==> src/rtl/instruction_decode.sv <==
`default_nettype none
// ============================================================================
// Module   : instruction_decode
// Brief    : IF/ID pipeline register and decode stage with a load-use bubble
//            and a sticky trap on illegal instructions.
// Revision : 1.0 - initial release
// ============================================================================
module instruction_decode #(
    parameter logic [31:0] NOP_WORD = 32'h0000_0000
) (
    input  logic        clk,
    input  logic        rst_n,
    input  logic [31:0] instr_in,
    input  logic [31:0] pc_in,
    input  logic        in_valid,
    input  logic        flush,
    input  logic        ex_mem_read,
    input  logic [4:0]  ex_rt,
    output logic        pc_write_en,
    output logic        stall,
    output logic        halted,
    output logic [31:0] pc_q,
    output logic [4:0]  rs,
    output logic [4:0]  rt,
    output logic [4:0]  rd,
    output logic [15:0] imm16,
    output logic [25:0] target_addr,
    output logic        ctrl_valid,
    output logic        reg_write,
    output logic        mem_read,
    output logic        mem_write,
    output logic        alu_src,
    output logic        mem_to_reg,
    output logic [1:0]  reg_dst,
    output logic [2:0]  alu_op,
    output logic        branch,
    output logic        jr,
    output logic        jl
);

    typedef enum logic [1:0] {
        RUN   = 2'd0,
        STALL = 2'd1,
        HALT  = 2'd2
    } state_t;

    state_t      state;
    logic [31:0] instr_q;
    logic        valid_q;

    logic [5:0]  op;
    logic [5:0]  funct;
    logic        known;
    logic        uses_rt;
    logic        illegal;
    logic        hazard;
    logic        dec_reg_write;
    logic        dec_mem_read;
    logic        dec_mem_write;
    logic        dec_alu_src;
    logic        dec_mem_to_reg;
    logic [1:0]  dec_reg_dst;
    logic [2:0]  dec_alu_op;
    logic        dec_branch;
    logic        dec_jr;
    logic        dec_jl;

    assign op          = instr_q[31:26];
    assign funct       = instr_q[5:0];
    assign rs          = instr_q[25:21];
    assign rt          = instr_q[20:16];
    assign rd          = instr_q[15:11];
    assign imm16       = instr_q[15:0];
    assign target_addr = instr_q[25:0];

    always_comb begin
        known          = 1'b0;
        uses_rt        = 1'b0;
        dec_reg_write  = 1'b0;
        dec_mem_read   = 1'b0;
        dec_mem_write  = 1'b0;
        dec_alu_src    = 1'b0;
        dec_mem_to_reg = 1'b0;
        dec_reg_dst    = 2'd0;
        dec_alu_op     = 3'd0;
        dec_branch     = 1'b0;
        dec_jr         = 1'b0;
        dec_jl         = 1'b0;
        case (op)
            6'h00: begin
                uses_rt = 1'b1;
                case (funct)
                    6'h20: begin known = 1'b1; dec_reg_write = 1'b1; dec_reg_dst = 2'd1; end
                    6'h22: begin known = 1'b1; dec_reg_write = 1'b1; dec_reg_dst = 2'd1; dec_alu_op = 3'd1; end
                    6'h2A: begin known = 1'b1; dec_reg_write = 1'b1; dec_reg_dst = 2'd1; dec_alu_op = 3'd3; end
                    6'h08: begin known = 1'b1; dec_jr = 1'b1; end
                    // Only the all-zero sll is accepted, as the pipeline NOP.
                    6'h00: known = (instr_q == 32'h0000_0000);
                    default: known = 1'b0;
                endcase
            end
            6'h23: begin
                known = 1'b1; dec_reg_write = 1'b1; dec_mem_read = 1'b1;
                dec_alu_src = 1'b1; dec_mem_to_reg = 1'b1;
            end
            6'h2B: begin known = 1'b1; uses_rt = 1'b1; dec_mem_write = 1'b1; dec_alu_src = 1'b1; end
            6'h08: begin known = 1'b1; dec_reg_write = 1'b1; dec_alu_src = 1'b1; end
            6'h0E: begin known = 1'b1; dec_reg_write = 1'b1; dec_alu_src = 1'b1; dec_alu_op = 3'd2; end
            6'h05: begin known = 1'b1; uses_rt = 1'b1; dec_branch = 1'b1; dec_alu_op = 3'd1; end
            6'h02: begin known = 1'b1; dec_jl = 1'b1; end
            6'h03: begin known = 1'b1; dec_jl = 1'b1; dec_reg_write = 1'b1; dec_reg_dst = 2'd2; end
            default: known = 1'b0;
        endcase
    end

    assign illegal = valid_q & ~known;

    // A concurrent flush squashes the dependent instruction, so no bubble is needed.
    assign hazard = (state == RUN) & valid_q & ~flush & ex_mem_read & (ex_rt != 5'd0) &
                    ((ex_rt == rs) | ((ex_rt == rt) & uses_rt));

    assign ctrl_valid  = valid_q & (state != HALT) & ~hazard & ~illegal;
    assign stall       = hazard;
    assign pc_write_en = ~hazard & (state != HALT);
    assign halted      = (state == HALT);

    assign reg_write   = ctrl_valid & dec_reg_write;
    assign mem_read    = ctrl_valid & dec_mem_read;
    assign mem_write   = ctrl_valid & dec_mem_write;
    assign alu_src     = ctrl_valid & dec_alu_src;
    assign mem_to_reg  = ctrl_valid & dec_mem_to_reg;
    assign reg_dst     = ctrl_valid ? dec_reg_dst : 2'd0;
    assign alu_op      = ctrl_valid ? dec_alu_op : 3'd0;
    assign branch      = ctrl_valid & dec_branch;
    assign jr          = ctrl_valid & dec_jr;
    assign jl          = ctrl_valid & dec_jl;

    always_ff @(posedge clk or negedge rst_n) begin
        if (!rst_n) begin
            instr_q <= NOP_WORD;
            pc_q    <= 32'd0;
            valid_q <= 1'b0;
            state   <= RUN;
        end else begin
            case (state)
                RUN, STALL: begin
                    if (flush) begin
                        instr_q <= NOP_WORD;
                        valid_q <= 1'b0;
                        state   <= RUN;
                    end else if (hazard) begin
                        state   <= STALL;
                    end else begin
                        instr_q <= in_valid ? instr_in : NOP_WORD;
                        pc_q    <= pc_in;
                        valid_q <= in_valid;
                        state   <= (state == RUN && illegal) ? HALT : RUN;
                    end
                end
                HALT:    state <= HALT;
                default: state <= RUN;
            endcase
        end
    end

endmodule
`default_nettype wire

==> config.mk <==
export PLATFORM = sky130hd
export DESIGN_NAME = instruction_decode
export DESIGN_NICKNAME = d
export VERILOG_FILES = /design/src/rtl/instruction_decode.sv
export SDC_FILE = /design/constraint.sdc
export NUM_CORES = 1
export LEC_CHECK = 0
export CAP_MARGIN = 20
export CORE_ASPECT_RATIO = 2
export CORE_MARGIN = 10
export CORE_UTILIZATION = 44
export CTS_CLUSTER_SIZE = 40
export DETAILED_ROUTE_END_ITERATION = 7
export GPL_ROUTABILITY_DRIVEN = 0
export PLACE_DENSITY = 0.87
export SLEW_MARGIN = 20
export SYNTH_ARGS = -nofsm -noshare
export SYNTH_HDL_FRONTEND = slang
export SYNTH_SLANG_ARGS = --single-unit
==> constraint.sdc <==
create_clock -name clk -period 4.95 [get_ports clk]
set_clock_uncertainty 0.1 [all_clocks]
set_input_delay 0.7425 -clock clk [delete_from_list [all_inputs] [get_ports clk]]
set_output_delay 0.7425 -clock clk [all_outputs]
set_load 0.005 [all_outputs]
==> results of run 1 <==
-- sequential cells by signal, summed over array words and instances (netlist names) --
| register | count |
|---|---|
| instr_q | 32 |
| pc_q | 32 |
| state | 2 |
| valid_q | 1 |
-- routing by layer --
layer  vias up  GRT usage
met5         -          0
li1       1368          -
met3        38     0.0785
met2       142      0.314
met1      1423      0.159
met4         0      0.103
-- critical path, stage by stage --
cell	delay, ps
clkdlybuf4s50_1	470
or4_1	600
o211ai_2	220
and4b_4	270
or4b_4	610
nor4_1	340
clkdlybuf4s50_1	600
-- stage by stage --
step | area [um2] | power [W] | instances
final | 5440 | 0.00316 | 580
after global routing | 5440 | 0.00336 | 580
after CTS | 5440 | 0.00321 | 580
after detailed placement | 5140 | 0.00257 | 564
after global placement | 5140 | 0.00251 | 564
after floorplan | 3730 | 0.00185 | 357
-- power breakdown --
group          leakage, nW  total (W)  internal, W  switching (W)
logic                 1.14    0.00144     0.000913       0.000532
registers            0.839    0.00110     0.000811       0.000285
clock network        0.145   0.000621     0.000400       0.000220
total                 2.12    0.00316      0.00212        0.00104
-- layout by cell type (no fill, tap or decap), types with 2 or more instances in the layout --
cell type,n
a211oi_1,2
a21oi_1,6
and4b_4,2
buf_4,5
clkbuf_16,9
clkdlybuf4s50_1,177
clkinv_2,3
dfrtp_1,67
inv_1,33
mux2_2,32
mux2i_1,32
nand2_1,36
nand3_1,5
nand4_1,5
nor2_1,13
nor2b_1,2
nor3_1,6
nor4_1,7
o21ai_0,2
xnor2_1,3
xor2_1,8
-- cells by family after synthesis --
group | Yosys count | synth area share
buffers and inverters | 107 | 0.175
and+or+nand+nor | 90 | 0.133
DFF | 67 | 0.450
muxes | 65 | 0.186
AOI/OAI and AO/OA | 16 | 0.0302
xor gates and xnor gates | 11 | 0.0258
other | 1 | 0.00101
-- final timing paths --
path / from / depth (start not counted) / slack [ps] / to
min in group asynchronous: rst_n / 2 / 500 / pc_q[23]
worst max-delay path: ex_rt[1] / 7 / 260 / mem_to_reg
worst max register to register: instr_q[28] / 6 / 2350 / valid_q
worst min register to register: pc_q[29] / 1 / 390 / pc_q[29]
max in group asynchronous: rst_n / 2 / 3680 / instr_q[5]
worst min-delay path: pc_q[29] / 1 / 390 / pc_q[29]
-- layout make-up --
cell class,count,share of cell area
Inverter,33,0.0228
Tap cell,98,0.0225
Sequential cell,67,0.308
Multi-Input combinational cell,183,0.259
Clock inverter,5,0.00966
Timing Repair Buffer,183,0.333
Clock buffer,11,0.0446
==> metrics.csv, run 1 <==
stage;metric;value;unit
run_status;status;complete, no violations;
drt;Final ANT Viol Nets;0;
clock_tree;CTS Buffer Depth;2;
worst_setup_path;critical path class;input port to output pin;
clock_tree;Root Buffer;clkbuf_16;
clock_tree;# clock sinks;67;
drt;met2 wire len;6.21;mm
sta;final hold violations;0;
sta;Setup WS post-layout;259;ps
logic_synthesis;most used flip-flop cell after synthesis;dfrtp_1;
worst_setup_path;WP data arrival;3850;ps
floorplanning;Ports;180;
floorplanning;die height;150;um
pwr;Leakage;2.12;nW
worst_setup_path;CP Max Fanout;12;
logic_synthesis;Post-synth ARST share;1.00;
floorplanning;core area;8290;um2
logic_synthesis;area leader, netlist;dfrtp_1;
drt;Residual DRC;0;
drt;via/cell ratio;5.12;
sta;min cycle time layout;4690;ps
grt;initial antenna violation count;0;
final_layout;layout cells sized above 1;0.129;
clock_tree;Clk Latency, worst-skew pair;320;ps
sta;slew margin rel.;0.433;
final_layout;synthesis-to-finish area growth;45.9;%
drt;WL/cell;19.7;um
clock_tree;CTS buffer count;9;
pwr;power per cell area;581;nW/um2
worst_setup_path;Worst setup EP type;output pin;
grt;number of global-route vias before repair;3424;
drt;DRT Wirelength;11.4;mm
clock_tree;CTS tree;yes;
logic_synthesis;syn avg cell area;10.4;um2
sta;hold slack;388;ps
final_layout;Final Net Count;551;
clock_tree;CTS Hold Buffers Added;0;
final_layout;Sequential Area;1680;um2
floorplanning;initial cell density of the core;0.450;
pwr;Max VDD drop;361;uV
logic_synthesis;post-synthesis cell type count;41;
drt;M1 wire length;3.55;mm
worst_setup_path;worst endpoint required time;4110;ps
placement;Setup WS pre-CTS;260;ps
logic_synthesis;syn nets;431;
logic_synthesis;Post-Syn Area;3730;um2
drt;uppermost layer routed;met4;
sta;Max Freq;213;MHz
grt;Overall Global Routing Usage;0.176;
sta;RSZ-0062 raised after global routing;false;
final_layout;area of the multi-input gates;1410;um2
logic_synthesis;number of synthesized flops with an enable pin;0;
hold_path;worst hold path class;flip-flop to flip-flop;
sta;Worst-Margin Slew;851;ps
sta;Setup TNS;0;ps
run;maxcap violations;0;
grt;largest net degree at the start of global routing;68;
logic_synthesis;commonest cells in the netlist;dfrtp_1 (67), buf_4 (65), nand2_1 (36), inv_1 (33);
logic_synthesis;Seq/Total Area, Yosys;0.450;
floorplanning;die width;85.1;um
sta;fin. max-slew vios;0;
clock_tree;Post-CTS Setup Bufs;0;
logic_synthesis;top cells by area in the synthesized netlist;dfrtp_1 (45%), buf_4 (13%), mux2_2 (9.7%);
drt;1st-iter DRT viols;123;
sta;Tcrit/Tclk final;0.948;
logic_synthesis;Syn. warnings;0;
drt;met3 wire length;1.10;mm
placement;DP Wirelength;9.15;mm
clock_tree;clk slew on worst S/H paths;50;ps
logic_synthesis;Yosys top cell area share;0.450;
logic_synthesis;most numerous cell in the Yosys netlist;dfrtp_1;
logic_synthesis;Mapped Cells;357;
placement;port bufs;178;
clock_tree;H-tree levels;3;
final_layout;Diodes inserted;0;
drt;via count;2971;
clock_tree;# resized after CTS;0;
final_layout;fillers;659;
grt;total grt overflow;0;
floorplanning;number of placement rows;47;
sta;Setup Viol. Count Final;0;
final_layout;post-layout util;0.656;
worst_setup_path;startpoint types;input port;
grt;first-pass GRT wire length;18.0;mm
logic_synthesis;number of synthesized register bits;67;
floorplanning;die footprint;12800;um2
drt;drt first pass iters;4;
Power figures use the tool's default switching activity.
==> run 2, diff against run 1 <==
--- a/config.mk
+++ b/config.mk
@@ -6,7 +6,6 @@
 export NUM_CORES = 1
 export LEC_CHECK = 0
 export CAP_MARGIN = 20
-export CORE_ASPECT_RATIO = 2
 export CORE_MARGIN = 10
 export CORE_UTILIZATION = 44
 export CTS_CLUSTER_SIZE = 40
==> constraint.sdc (replaced) <==
create_clock -name clk -period 4.95 [get_ports clk]
set_clock_uncertainty 0.1 [all_clocks]
set_input_delay 0.7425 -clock clk [delete_from_list [all_inputs] [get_ports clk]]
set_output_delay 0.7425 -clock clk [all_outputs]
set_load 0.05 [all_outputs]
==> metrics.csv, run 2 (synthesized netlist as in run 1, its figures left out) <==
stage;metric;value;unit;change
run_status;status;complete, no violations;;
final_layout;synthesis-to-finish area growth;43.6;%;
grt;largest net degree at the start of global routing;61;;-10%
grt;number of global-route vias before repair;3252;;-5.0%
run;maxcap violations;0;;unchanged
sta;RSZ-0062 raised after global routing;false;;
placement;DP Wirelength;8.74;mm;-4.5%
floorplanning;number of placement rows;33;;-30%
worst_setup_path;Reg-to-Reg Start;instr_q[28];;
sta;Worst-Margin Slew;778;ps;-73.3 ps
final_layout;commonest non-fill, non-tap cell in the layout;clkdlybuf4s50_1;;
clock_tree;Root Buffer;clkbuf_8;;
worst_setup_path;Worst setup EP type;output pin;;
sta;Setup TNS;0;ps;unchanged
drt;via/cell ratio;4.99;;-2.5%
floorplanning;Ports;180;;unchanged
worst_setup_path;critical path class;input port to output pin;;
placement;port bufs;178;;unchanged
drt;uppermost layer routed;met4;;
grt;total grt overflow;0;;unchanged
final_layout;leading cell types in the layout, fill and taps excluded;clkdlybuf4s50_1 (164), dfrtp_1 (67), nand2_1 (36);;
final_layout;top flop regs;instr_q x32, pc_q x32, state x2;;
sta;fin. max-slew vios;0;;unchanged
clock_tree;CTS buffer count;9;;unchanged
grt;initial antenna violation count;0;;unchanged
grt;Overall Global Routing Usage;0.169;;-0.00726
floorplanning;die footprint;12600;um2;-1.7%
drt;1st-iter DRT viols;110;;-11%
drt;DRT Wirelength;11.0;mm;-3.6%
worst_setup_path;WP data arrival;3370;ps;-480 ps
sta;hold slack;141;ps;-248 ps
floorplanning;die height;112;um;-25%
drt;Final ANT Viol Nets;0;;unchanged
worst_setup_path;worst endpoint required time;4110;ps;about the same
drt;via count;2931;;-1.3%
worst_setup_path;CP peak stage delay;610;ps;about the same
drt;WL/cell;18.8;um;-4.8%
drt;M1 wire length;4.22;mm;+19%
floorplanning;die width;112;um;+32%
clock_tree;Post-CTS Setup Bufs;0;;unchanged
sta;Max Freq;237;MHz;+11%
worst_setup_path;slowest CP cell;or4b_4;;
sta;Tcrit/Tclk final;0.852;;-0.0960
clock_tree;Clk Latency, worst-skew pair;330;ps;about the same
grt;first-pass GRT wire length;17.4;mm;-3.7%
clock_tree;CTS Buffer Depth;2;;unchanged
worst_setup_path;startpoint types;input port;;
pwr;Leakage;2.12;nW;about the same
final_layout;layout cells sized above 1;0.160;;+0.0311
sta;final hold violations;0;;unchanged
drt;Residual DRC;0;;unchanged
worst_setup_path;CP Max Fanout;12;;unchanged
sta;slew margin rel.;0.478;;+0.0457
worst_setup_path;Worst Setup SP;ex_rt[1];;
worst_setup_path;critical-path cell list;clkdlybuf4s50_1 -> or4_1 -> o211ai_2 -> and4b_4 -> or4b_4 -> nor4_1 -> buf_4;;
clock_tree;# clock sinks;67;;unchanged
pwr;power per cell area;802;nW/um2;+38%
pwr;Max VDD drop;623;uV;+73%
clock_tree;CTS tree;yes;;
drt;drt first pass iters;4;;unchanged
floorplanning;core area;8220;um2;-0.91%
final_layout;Final Net Count;551;;unchanged
sta;Setup Viol. Count Final;0;;unchanged
clock_tree;CTS Hold Buffers Added;0;;unchanged
drt;met3 wire length;1.36;mm;+24%
hold_path;worst hold path class;input port to async pin;;
drt;met2 wire len;5.28;mm;-15%
clock_tree;# resized after CTS;0;;unchanged
clock_tree;clk slew on worst S/H paths;80;ps;+30 ps
sta;min cycle time layout;4220;ps;-475 ps
clock_tree;H-tree levels;3;;unchanged
floorplanning;initial cell density of the core;0.454;;+0.00411
final_layout;Diodes inserted;0;;unchanged
## run 2: cell types whose count changed in the layout (fill, tap and decap cells not counted), sizes merged
cell,before,now
inv,33,34
bufinv,1,2
buf,6,19
clkdlybuf4s50,177,164
clkinvlp,1,0
clkbuf,11,10
## run 2: worst paths after layout
kind	to	slack (ps)	depth (start not counted)
worst min register to register	pc_q[23]	410	1
worst max register to register	valid_q	2410	6
min in group clk	pc_q[23]	410	1
worst max-delay path	mem_write	730	7
worst min-delay path	pc_q[1]	140	1
max in group asynchronous	instr_q[9]	3620	2
## run 2: power by group
part | total [W] | internal [W] | switching (W)
Combinational | 0.00269 | 0.000911 | 0.00178
Clock | 0.000513 | 0.000299 | 0.000215
Sequential | 0.00109 | 0.000809 | 0.000281
## run 2: worst max-delay path: cells and delay by family
kind	cells	cell delay (ps)
compound gates	1	210
buf+inv	2	740
simple gates	4	1670
## run 2: final cells by class
class / count / area, um2
timing repair buffer: 183 / 1780
sequential: 67 / 1680
clock buffer: 10 / 138
clock inverter: 6 / 87.6
tap: 105 / 131
inverter: 33 / 124
fill: 625 / 2860
multi-input combinational: 183 / 1410
## run 2: per-layer routing
metal / global-route usage / vias to the layer above
met2: 0.284 / 151
met4: 0.0508 / 0
met3: 0.0932 / 11
met1: 0.179 / 1394
met5: 0 / -
li1: - / 1375
## run 2: metrics by stage
step / power (W) / instance area [um2] / setup WS, ps / instances / util
floorplan: 0.00311 / 3730 / 275 / 357 / -
global placement: 0.00375 / 5130 / 807 / 571 / 0.624
detailed placement: 0.00380 / 5130 / 759 / 571 / 0.624
CTS: 0.00433 / 5350 / 755 / 587 / 0.651
global route: 0.00449 / 5350 / 555 / 587 / 0.651
finish: 0.00429 / 5350 / 734 / 587 / 0.651
